File: src/rtl/uart_rx_pkg.sv
// Shared types and constants for the UART receive path.
// Holds FSM states, the buffered character record and oversampling points.
package uart_rx_pkg;

    typedef enum logic [2:0] {
        IDLE   = 3'd0,
        START  = 3'd1,
        DATA   = 3'd2,
        PARITY = 3'd3,
        STOP   = 3'd4
    } rx_state_t;

    typedef struct packed {
        logic       brk;
        logic       ferr;
        logic       perr;
        logic [7:0] data;
    } rx_entry_t;

    localparam logic [1:0] WLEN_5 = 2'b00;
    localparam logic [1:0] WLEN_6 = 2'b01;
    localparam logic [1:0] WLEN_7 = 2'b10;
    localparam logic [1:0] WLEN_8 = 2'b11;

    localparam int         OVERSAMPLE = 16;
    localparam logic [3:0] MID_SAMPLE = 4'(OVERSAMPLE / 2 - 1);
    localparam logic [3:0] BIT_SAMPLE = 4'(OVERSAMPLE - 1);

    // Index of the final data bit for a given word-length code.
    function automatic logic [2:0] last_bit_idx(input logic [1:0] wlen);
        case (wlen)
            WLEN_5:  return 3'd4;
            WLEN_6:  return 3'd5;
            WLEN_7:  return 3'd6;
            WLEN_8:  return 3'd7;
            default: return 3'd7;
        endcase
    endfunction

endpackage

File: src/rtl/uart_rx_fifo.sv
// Small synchronous character buffer with registered valid and overrun pulse.
// Valid is registered so it trails a write by one clock.
module uart_rx_fifo #(
    parameter int WIDTH = 11,
    parameter int DEPTH = 4
) (
    input  logic             wb_clock,
    input  logic             wb_rst_ni,
    input  logic             i_push,
    input  logic [WIDTH-1:0] i_data,
    input  logic             i_ready,
    output logic             o_valid,
    output logic [WIDTH-1:0] o_data,
    output logic             o_overrun
);

    localparam int AW = $clog2(DEPTH);

    logic [WIDTH-1:0] r_mem [DEPTH];
    logic [AW:0]      r_wptr;
    logic [AW:0]      r_rptr;
    logic             r_valid;
    logic             r_overrun;

    logic [AW:0]      w_count;
    logic [AW:0]      w_count_left;
    logic             w_full;
    logic             w_pop;
    logic             w_wr;
    logic             w_drop;

    assign w_count      = r_wptr - r_rptr;
    assign w_full       = (r_wptr[AW] != r_rptr[AW]) && (r_wptr[AW-1:0] == r_rptr[AW-1:0]);
    assign w_pop        = r_valid && i_ready;
    assign w_wr         = i_push && (!w_full || w_pop);
    assign w_drop       = i_push && w_full && !w_pop;
    assign w_count_left = w_count - {{AW{1'b0}}, w_pop};

    always_ff @(posedge wb_clock) begin
        if (w_wr) begin
            r_mem[r_wptr[AW-1:0]] <= i_data;
        end
    end

    always_ff @(posedge wb_clock or negedge wb_rst_ni) begin
        if (!wb_rst_ni) begin
            r_wptr    <= '0;
            r_rptr    <= '0;
            r_valid   <= 1'b0;
            r_overrun <= 1'b0;
        end else begin
            if (w_wr) begin
                r_wptr <= r_wptr + 1'b1;
            end
            if (w_pop) begin
                r_rptr <= r_rptr + 1'b1;
            end
            // Ignores this cycle's write so valid lags the write by a clock.
            r_valid   <= (w_count_left != '0);
            r_overrun <= w_drop;
        end
    end

    assign o_valid   = r_valid;
    assign o_data    = r_valid ? r_mem[r_rptr[AW-1:0]] : '0;
    assign o_overrun = r_overrun;

endmodule

File: src/rtl/uart_serial_rx.sv
// 16x oversampling UART receiver: synchroniser, tick generator, deframing FSM.
// Characters with parity/framing/break status are queued in uart_rx_fifo.
//
// state  | meaning
// IDLE   | waiting for a falling edge; re-armed only after line seen high
// START  | validating start bit at mid-bit
// DATA   | sampling data bits LSB first
// PARITY | sampling and checking the parity bit
// STOP   | sampling stop bit, then queueing the character
module uart_serial_rx
    import uart_rx_pkg::*;
#(
    parameter int DIV_WIDTH  = 16,
    parameter int FIFO_DEPTH = 4
) (
    input  logic                 wb_clock,
    input  logic                 wb_rst_ni,
    input  logic                 rx_i,
    input  logic [DIV_WIDTH-1:0] divisor_i,
    input  logic [1:0]           wlen_i,
    input  logic                 parity_en_i,
    input  logic                 parity_even_i,
    input  logic                 parity_stick_i,
    output logic                 out_valid_o,
    input  logic                 out_ready_i,
    output logic [7:0]           out_data_o,
    output logic                 out_perr_o,
    output logic                 out_ferr_o,
    output logic                 out_brk_o,
    output logic                 overrun_o,
    output logic                 busy_o
);

    logic                 r_rx_meta;
    logic                 r_rx_sync;
    logic [DIV_WIDTH-1:0] r_tick_cnt;
    rx_state_t            r_state;
    rx_state_t            w_state_next;
    logic [3:0]           r_cnt;
    logic [2:0]           r_bit_idx;
    logic [7:0]           r_shift;
    logic                 r_par_acc;
    logic                 r_perr;
    logic                 r_all_zero;
    logic                 r_armed;
    logic [1:0]           r_wlen;
    logic                 r_par_en;
    logic                 r_par_even;
    logic                 r_par_stick;
    logic                 r_push;
    rx_entry_t            r_entry;
    rx_entry_t            w_head;
    logic                 w_en;
    logic                 w_tick;
    logic                 w_bit_pt;
    logic [7:0]           w_data_aligned;

    always_ff @(posedge wb_clock or negedge wb_rst_ni) begin
        if (!wb_rst_ni) begin
            r_rx_meta <= 1'b1;
            r_rx_sync <= 1'b1;
        end else begin
            r_rx_meta <= rx_i;
            r_rx_sync <= r_rx_meta;
        end
    end

    assign w_en   = (divisor_i != '0);
    assign w_tick = w_en && (r_tick_cnt == '0);

    always_ff @(posedge wb_clock or negedge wb_rst_ni) begin
        if (!wb_rst_ni) begin
            r_tick_cnt <= '0;
        end else if (!w_en) begin
            r_tick_cnt <= '0;
        end else if (w_tick) begin
            r_tick_cnt <= divisor_i - DIV_WIDTH'(1);
        end else begin
            r_tick_cnt <= r_tick_cnt - DIV_WIDTH'(1);
        end
    end

    always_ff @(posedge wb_clock or negedge wb_rst_ni) begin
        if (!wb_rst_ni) begin
            r_state <= IDLE;
        end else begin
            r_state <= w_state_next;
        end
    end

    always_comb begin
        w_state_next = r_state;
        if (!w_en) begin
            w_state_next = IDLE;
        end else if (w_tick) begin
            case (r_state)
                IDLE:   if (r_armed && !r_rx_sync) w_state_next = START;
                START:  if (r_cnt == MID_SAMPLE) w_state_next = r_rx_sync ? IDLE : DATA;
                DATA:   if (r_cnt == BIT_SAMPLE && r_bit_idx == last_bit_idx(r_wlen))
                            w_state_next = r_par_en ? PARITY : STOP;
                PARITY: if (r_cnt == BIT_SAMPLE) w_state_next = STOP;
                STOP:   if (r_cnt == BIT_SAMPLE) w_state_next = IDLE;
                default: w_state_next = IDLE;
            endcase
        end
    end

    always_comb begin
        busy_o   = (r_state != IDLE);
        w_bit_pt = w_tick && (r_cnt == BIT_SAMPLE);
    end

    // Bits were shifted in from the top, so short words sit high in r_shift.
    assign w_data_aligned = r_shift >> (3'd7 - last_bit_idx(r_wlen));

    always_ff @(posedge wb_clock or negedge wb_rst_ni) begin
        if (!wb_rst_ni) begin
            r_cnt       <= '0;
            r_bit_idx   <= '0;
            r_shift     <= '0;
            r_par_acc   <= 1'b0;
            r_perr      <= 1'b0;
            r_all_zero  <= 1'b0;
            r_armed     <= 1'b0;
            r_wlen      <= '0;
            r_par_en    <= 1'b0;
            r_par_even  <= 1'b0;
            r_par_stick <= 1'b0;
            r_push      <= 1'b0;
            r_entry     <= '0;
        end else begin
            r_push <= 1'b0;
            if (r_state == IDLE && r_rx_sync) begin
                r_armed <= 1'b1;
            end
            if (!w_en) begin
                r_cnt <= '0;
            end else if (w_tick) begin
                case (r_state)
                    IDLE: begin
                        r_cnt <= '0;
                        if (r_armed && !r_rx_sync) begin
                            r_armed <= 1'b0;
                        end
                    end
                    START: begin
                        if (r_cnt == MID_SAMPLE) begin
                            r_cnt <= '0;
                            if (!r_rx_sync) begin
                                r_wlen      <= wlen_i;
                                r_par_en    <= parity_en_i;
                                r_par_even  <= parity_even_i;
                                r_par_stick <= parity_stick_i;
                                r_bit_idx   <= '0;
                                r_shift     <= '0;
                                r_par_acc   <= 1'b0;
                                r_perr      <= 1'b0;
                                r_all_zero  <= 1'b1;
                            end
                        end else begin
                            r_cnt <= r_cnt + 4'd1;
                        end
                    end
                    DATA: begin
                        r_cnt <= r_cnt + 4'd1;
                        if (w_bit_pt) begin
                            r_shift    <= {r_rx_sync, r_shift[7:1]};
                            r_par_acc  <= r_par_acc ^ r_rx_sync;
                            r_all_zero <= r_all_zero & ~r_rx_sync;
                            r_bit_idx  <= r_bit_idx + 3'd1;
                        end
                    end
                    PARITY: begin
                        r_cnt <= r_cnt + 4'd1;
                        if (w_bit_pt) begin
                            r_perr <= r_par_stick ? (r_rx_sync != ~r_par_even)
                                                  : ((r_par_acc ^ r_rx_sync) != ~r_par_even);
                            r_all_zero <= r_all_zero & ~r_rx_sync;
                        end
                    end
                    STOP: begin
                        r_cnt <= r_cnt + 4'd1;
                        if (w_bit_pt) begin
                            r_push       <= 1'b1;
                            r_entry.data <= w_data_aligned;
                            r_entry.perr <= r_perr;
                            r_entry.ferr <= ~r_rx_sync;
                            r_entry.brk  <= r_all_zero & ~r_rx_sync;
                        end
                    end
                    default: r_cnt <= '0;
                endcase
            end
        end
    end

    uart_rx_fifo #(
        .WIDTH ($bits(rx_entry_t)),
        .DEPTH (FIFO_DEPTH)
    ) u_fifo (
        .wb_clock  (wb_clock),
        .wb_rst_ni (wb_rst_ni),
        .i_push    (r_push),
        .i_data    (r_entry),
        .i_ready   (out_ready_i),
        .o_valid   (out_valid_o),
        .o_data    (w_head),
        .o_overrun (overrun_o)
    );

    assign out_data_o = w_head.data;
    assign out_perr_o = w_head.perr;
    assign out_ferr_o = w_head.ferr;
    assign out_brk_o  = w_head.brk;

endmodule
File: config.mk
export PLATFORM = sky130hd
export DESIGN_NAME = uart_serial_rx
export DESIGN_NICKNAME = d
export VERILOG_FILES = /design/src/rtl/uart_rx_pkg.sv /design/src/rtl/uart_rx_fifo.sv /design/src/rtl/uart_serial_rx.sv
export SDC_FILE = /design/constraint.sdc
export NUM_CORES = 1
export LEC_CHECK = 0
export CAP_MARGIN = 20
export CORE_UTILIZATION = 59
export DETAILED_ROUTE_END_ITERATION = 8
export GPL_ROUTABILITY_DRIVEN = 0
export PLACE_DENSITY = 0.77
export SLEW_MARGIN = 20
export SYNTH_ARGS = -nofsm -noshare
export SYNTH_HDL_FRONTEND = slang
export SYNTH_HIERARCHICAL = 1
export SYNTH_SLANG_ARGS = --single-unit
export TNS_END_PERCENT = 5
File: constraint.sdc
create_clock -name wb_clock -period 4.5 [get_ports wb_clock]
set_clock_uncertainty 0.1 [all_clocks]
set_input_delay 0.9 -clock wb_clock [delete_from_list [all_inputs] [get_ports wb_clock]]
set_output_delay 0.9 -clock wb_clock [all_outputs]
set_load 0.02 [all_outputs]
==> results.yml, run 1 <==
worst_hold_path:
  hp-class: "reg2reg"
logic_synthesis:
  yosysTopAreaCell: "sky130_fd_sc_hd__dfrtp_1"
  synth-edff-count: 44
  syn_avg_cell_area_um2: 12.0
  synth_top_area_share_pct: 27.6
  yosys-top-cells-area: "sky130_fd_sc_hd__dfrtp_1 28%, sky130_fd_sc_hd__edfxtp_1 23%, sky130_fd_sc_hd__mux4_2 4.3%"
  most_instantiated_library_cell_after_synthesis: "sky130_fd_sc_hd__dfrtp_1"
  yosysSeqAreaShare_pct: 51.6
  postSynth.asyncResetShare_pct: 59.6
  synth_area_um2: 5720
  synthTopCellsByCount: "63 x sky130_fd_sc_hd__dfrtp_1, 44 x sky130_fd_sc_hd__edfxtp_1, 34 x sky130_fd_sc_hd__nor2_1"
  number_of_distinct_library_cells_after_synthesis: 75
  synth.net_count: 513
  yosys_register_bits: 109
  syn-instance-count: 476
  ys_dominant_reg_cell: "sky130_fd_sc_hd__dfrtp_1"
  synthesis.yosys.warnings: 6
cells_and_area:
  post_layout_utilization_of_the_core_pct: 68.1
  areaGrowthSynthToFinish_pct: 11.1
  layout.cell_area.non_filler_um2: 6350
  fin_nets: 543
  antenna_cells: 0
  drive_gt1_share_pct: 15.7
power:
  internal-power_w: 0.00168
  power.net_switching_w: 0.000844
  share_clk_of_total_power_pct: 21.3
  worst_ir_drop_vdd_mv: 0.247
  logic_gate_share_of_total_power_pct: 28.5
  switching_share_pct: 33.4
  overall_power_after_layout_w: 0.00253
  power.sequential.fraction_pct: 50.1
  leakage_power_nw: 2.42
  power.density_nw_per_um2: 398
global_routing:
  antenna_found_initial: 0
  globalRouteOverflowTotal: 0
  grt_start_max_net_pins: 37
  vias_in_the_first_global_route: 3875
  grt.total_usage_pct: 24.0
  grt_pass1_wl_um: 18700
floorplan:
  fp.coreArea_um2: 9330
  floorplan.die_area_um2: 10100
  num_rows: 35
  die_height_um: 100
  pin_count: 39
  initial_utilization_pct: 61.3
  floorplan.die.width_um: 100
run_status:
  outcome: "complete, no violations"
setup_path:
  worstPathArrival_ns: 3.73
  worst-path-max-fanout: 7
  worst_ep_required_time_ns: 4.65
  path_delay_family: "adder cells"
  crit_slowest_cell: "sky130_fd_sc_hd__fa_1"
  path_class: "in2reg"
  critical_path.cell_chain: "clkdlybuf4s50_1 > and2_0 > inv_1 > fa_1 > inv_1 > ha_1 > or2_2 > fa_1 > xor2_1 > or3_1"
  max_stage_delay_ns: 0.51
  critical_path.endpoint_type: "flop"
  worstSetupStartpointType: "input port"
  cp.buffers_inverters: 3
clocking:
  root_buffer: "sky130_fd_sc_hd__clkbuf_8"
  clk_pin_slew_worst_paths_ns: 0.10
  clock_tree.htree_level_count: 3
  post_cts_resized: 0
  ctsLongestPathBuffers: 2
  cts.sink_count: 109
  worst_skew_pair.late_latency_ns: 0.37
  hold_buffers: 0
  cts_inserted_buffers: 9
  post_cts.repair.setup_buffers: 0
  tritoncts_clock_tree: "yes"
timing:
  setup-tns-final_ns: 0
  timing.fmax_ghz: 0.279
  worst_hold_slack_ns: 0.263
  maxSlewHeadroom_pct: 48.7
  total_count_of_hold_check_failures_in_the_final_report: 0
  worst_pin_slew_ns: 0.770
  final_max_slew_viol_count: 0
  period_needed_ns: 3.58
  fin_crit_sh_pct: 79.6
  finalSetupViolations: 0
  rsz0062_at_grt: "false"
detailed_routing:
  route.vias.total: 3853
  drc_errors: 0
  totalWireLength_um: 10800
  antenna_left: 0
  drt-wirelength-per-cell_um: 16.9
  dr.pass1.iters: 4
  avgViaCountPerCell: 6.02
  drt-initial-drc-count: 166
place:
  dpl.hpwl_um: 7570
  io_buffer_count: 38
  placed_area_um2: 6180
run:
  max_cap_viol_count: 0
power by group through the flow:
| stage | Combinational, W | Sequential [W] | Clock (W) |
|---|---|---|---|
| after detailed placement | 0.000724 | 0.00129 | 0 |
| final | 0.000720 | 0.00127 | 0.000539 |
| after CTS | 0.000723 | 0.00127 | 0.000561 |
| after global placement | 0.000702 | 0.00128 | 0 |
| after global routing | 0.000795 | 0.00129 | 0.000595 |
| after floorplan | 0.000540 | 0.00120 | 0 |
registers in the layout, summed over array words and instances, names as in the netlist, named ones only:
register / cells
r_all_zero: 1
r_bit_idx: 3
r_cnt: 4
r_entry: 11
r_par_acc: 1
r_par_en: 1
r_par_even: 1
r_par_stick: 1
r_perr: 1
r_push: 1
r_rx_meta: 1
r_rx_sync: 1
r_shift: 8
r_state: 3
r_tick_cnt: 16
r_wlen: 2
u_fifo/o_overrun: 1
u_fifo/o_valid: 1
u_fifo/r_mem: 44
u_fifo/r_rptr: 3
u_fifo/r_wptr: 3
stage by stage:
stage | std cells | worst slack, ns
3_5_place_dp | 624 | 0.516
2_1_floorplan | 476 | 1.21
4_1_cts | 640 | 0.883
3_3_place_gp | 624 | 0.602
5_1_grt | 640 | 0.766
6_report | 640 | 0.919
cell families after synthesis:
kind of cell / after synthesis / synth area share (%)
and+or+nand+nor: 156 / 15.7
DFF: 109 / 51.6
AOI/OAI and AO/OA: 98 / 12.9
buffers and inverters: 43 / 3.59
muxes: 40 / 10.6
xor gates and xnor gates: 18 / 2.76
adders and majority gates: 12 / 2.89
area by class of cell:
type	count	area [um^2]
inverters	16	60.1
clock inverters	7	50.0
clock buffers	9	124
fillers	684	2980
flip-flops and latches	109	2950
repair buffers	46	435
multi-input cells	324	2570
well taps	129	161
worst paths after layout:
path	endpoint	from	cells past startpoint	slack [ns]
min in group asynchronous	r_entry[4]	wb_rst_ni	1	0.47
hold / removal	r_rx_sync	r_rx_meta	0	0.26
setup reg to reg	r_tick_cnt[12]	r_tick_cnt[2]	10	1.22
max in group asynchronous	r_rx_sync	wb_rst_ni	2	2.87
hold reg to reg	r_rx_sync	r_rx_meta	0	0.26
setup / recovery	u_fifo/o_valid	out_ready_i	10	0.92
placed cells by master, fill, tap and decap left out, types with 11 or more instances in the layout:
master and count:
sky130_fd_sc_hd__a21oi_1 17, sky130_fd_sc_hd__a31oi_1 12, sky130_fd_sc_hd__and2_1 15, sky130_fd_sc_hd__clkdlybuf4s50_1 37, sky130_fd_sc_hd__dfrtp_1 63, sky130_fd_sc_hd__edfxtp_1 44
sky130_fd_sc_hd__inv_1 16, sky130_fd_sc_hd__mux2_4 12, sky130_fd_sc_hd__mux4_2 11, sky130_fd_sc_hd__nand2_1 26, sky130_fd_sc_hd__nand3_1 16, sky130_fd_sc_hd__nor2_1 34
sky130_fd_sc_hd__nor3_1 13, sky130_fd_sc_hd__o21ai_0 20
per-layer routing:
layer	vias up	routed length, um	track usage [%]
met4	0	106	6.69
met2	98	5450	40.1
met5	-	0	0
met3	12	411	4.39
li1	1840	-	-
met1	1903	4880	32.3
worst register-to-register path, delay by kind of cell (launching register included):
kind                     cells  cell delay (ns)
AO/OA/AOI/OAI                4             1.22
AND/OR/NAND/NOR              4             0.92
flip-flops                   1             0.48
adder cells (fa/ha/maj)      1             0.22
buffers and inverters        1             0.21
(Power assumes the default switching activity.)
==> run 2, diff against run 1 <==
==> constraint.sdc (replaced) <==
create_clock -name wb_clock -period 3.3 [get_ports wb_clock]
set_clock_uncertainty 0.1 [all_clocks]
set_input_delay 0.66 -clock wb_clock [delete_from_list [all_inputs] [get_ports wb_clock]]
set_output_delay 0.66 -clock wb_clock [all_outputs]
set_load 0.02 [all_outputs]
==> results.yml, run 2 (synthesis results as in run 1) <==
timing:
  maxSlewHeadroom_pct: 59.4
  setup-tns-final_ns: 0
  timing.fmax_ghz: 0.316
  finalSetupViolations: 0
  final_max_slew_viol_count: 0
  rsz0062_at_grt: "false"
  postLayoutSetupSlackWorst_ns: 0.134
  fin_crit_sh_pct: 95.9
  total_count_of_hold_check_failures_in_the_final_report: 0
  period_needed_ns: 3.17
  worst_pin_slew_ns: 0.608
floorplan:
  num_rows: 35
  initial_utilization_pct: 61.3
  pin_count: 39
  die_height_um: 100
  floorplan.die.width_um: 100
  floorplan.die_area_um2: 10100
  fp.coreArea_um2: 9330
setup_path:
  critical_path.cell_chain: "clkdlybuf4s50_1 > and2_0 > inv_1 > fa_1 > inv_1 > ha_1 > or2_2 > fa_1 > xor2_1 > or3_1"
  worst-path-max-fanout: 2
  cp.buffers_inverters: 3
  path_class: "in2reg"
  path_delay_family: "adder cells"
  worstSetupStartpointType: "input port"
  critical_path.endpoint_type: "flop"
  worst_ep_required_time_ns: 3.47
  crit_slowest_cell: "sky130_fd_sc_hd__fa_1"
  max_stage_delay_ns: 0.51
  worstPathArrival_ns: 3.34
cells_and_area:
  post_layout_utilization_of_the_core_pct: 69.4
  antenna_cells: 0
  n_fill_cell: 677
  drive_gt1_share_pct: 18.3
  mostFrequentLayoutCell: "sky130_fd_sc_hd__dfrtp_1"
  areaGrowthSynthToFinish_pct: 13.2
  layout_common_cells: "63 x sky130_fd_sc_hd__dfrtp_1, 44 x sky130_fd_sc_hd__edfxtp_1, 37 x sky130_fd_sc_hd__clkdlybuf4s50_1"
  largest_register_ffs: 44
  layout.cell_area.non_filler_um2: 6470
  fin_nets: 558
global_routing:
  globalRouteOverflowTotal: 0
  antenna_found_initial: 0
  grt.total_usage_pct: 24.1
  grt_pass1_wl_um: 18900
  grt_start_max_net_pins: 30
  vias_in_the_first_global_route: 3961
power:
  leakage_power_nw: 2.51
  power.density_nw_per_um2: 543
  worst_ir_drop_vdd_mv: 0.324
detailed_routing:
  route.vias.total: 3978
  avgViaCountPerCell: 6.07
  drc_errors: 0
  drt-wirelength-per-cell_um: 17.0
  antenna_left: 0
  totalWireLength_um: 11100
  dr.pass1.iters: 5
  drt-initial-drc-count: 179
clocking:
  post_cts_resized: 0
  clock_tree.htree_level_count: 3
  clk_pin_slew_worst_paths_ns: 0.12
  cts.sink_count: 109
  ctsLongestPathBuffers: 2
  hold_buffers: 0
  post_cts.repair.setup_buffers: 0
  worst_skew_pair.late_latency_ns: 0.38
  cts_inserted_buffers: 9
  tritoncts_clock_tree: "yes"
  root_buffer: "sky130_fd_sc_hd__clkbuf_8"
run_status:
  outcome: "complete, no violations"
place:
  dp_slack_ns: -0.255
  io_buffer_count: 38
  placed_area_um2: 6290
  dpl.hpwl_um: 7940
worst_hold_path:
  hp-class: "in2async"
run:
  max_cap_viol_count: 0
run 2: cell types whose count changed in the layout (fill, tap and decap cells not counted), moves of 2 or more:
cell                         change
sky130_fd_sc_hd__clkinv_1        -2
sky130_fd_sc_hd__buf_4          +15
sky130_fd_sc_hd__clkinvlp_4      -2
sky130_fd_sc_hd__inv_6           +2
run 2: routing by layer:
| metal | wire length [um] | part of all wire (%) | vias to the layer above | GRT usage, % |
|---|---|---|---|---|
| li1 | - | - | 1873 | - |
| met1 | 4980 | 45 | 1969 | 32.6 |
| met2 | 5530 | 50 | 123 | 40.7 |
| met3 | 486 | 4.4 | 13 | 3.34 |
| met4 | 132 | 1.2 | 0 | 7.47 |
| met5 | 0 | 0 | - | 0 |
run 2: layout make-up:
cell class	instances	area, um^2	share of cell area, %
timing repair buffer	61	548	8.47
clock buffer	10	128	1.97
multi-input combinational	324	2570	39.7
clock inverter	6	55.1	0.851
tap	129	161	2.49
inverter	16	60.1	0.928
sequential	109	2950	45.6
run 2: metrics by stage:
stage | cells | hold slack, ns | power, W
floorplan | 476 | 0.245 | 0.00237
global placement | 639 | 0.247 | 0.00272
detailed placement | 639 | 0.253 | 0.00277
CTS | 655 | 0.0828 | 0.00354
global route | 655 | 0.0748 | 0.00371
finish | 655 | 0.0731 | 0.00352
run 2: final timing paths:
kind | endpoint | slack, ns | from | depth (start not counted)
setup / recovery | u_fifo/o_valid | 0.13 | out_ready_i | 10
min in group wb_clock | r_rx_sync | 0.26 | r_rx_meta | 0
hold / removal | u_fifo/r_rptr[0] | 0.07 | wb_rst_ni | 1
setup reg to reg | r_tick_cnt[12] | 0.36 | r_tick_cnt[4] | 11
hold reg to reg | r_rx_sync | 0.26 | r_rx_meta | 0
max in group asynchronous | r_rx_sync | 2.29 | wb_rst_ni | 2
run 2: where the power goes:
group	internal [W]	total (W)	switching [W]
Clock	0.000294	0.000781	0.000487
Sequential	0.00150	0.00167	0.000172
Combinational	0.000537	0.00106	0.000525
==> run 3, diff against run 2 <==
--- a/config.mk
+++ b/config.mk
@@ -5,6 +5,7 @@
 export SDC_FILE = /design/constraint.sdc
 export NUM_CORES = 1
 export LEC_CHECK = 0
+export ABC_CLOCK_PERIOD_IN_PS = 3300
 export CAP_MARGIN = 20
 export CORE_UTILIZATION = 59
 export DETAILED_ROUTE_END_ITERATION = 8
==> results of run 3 <==
The final DEF is identical to that of run 2; final timing and power are the same.
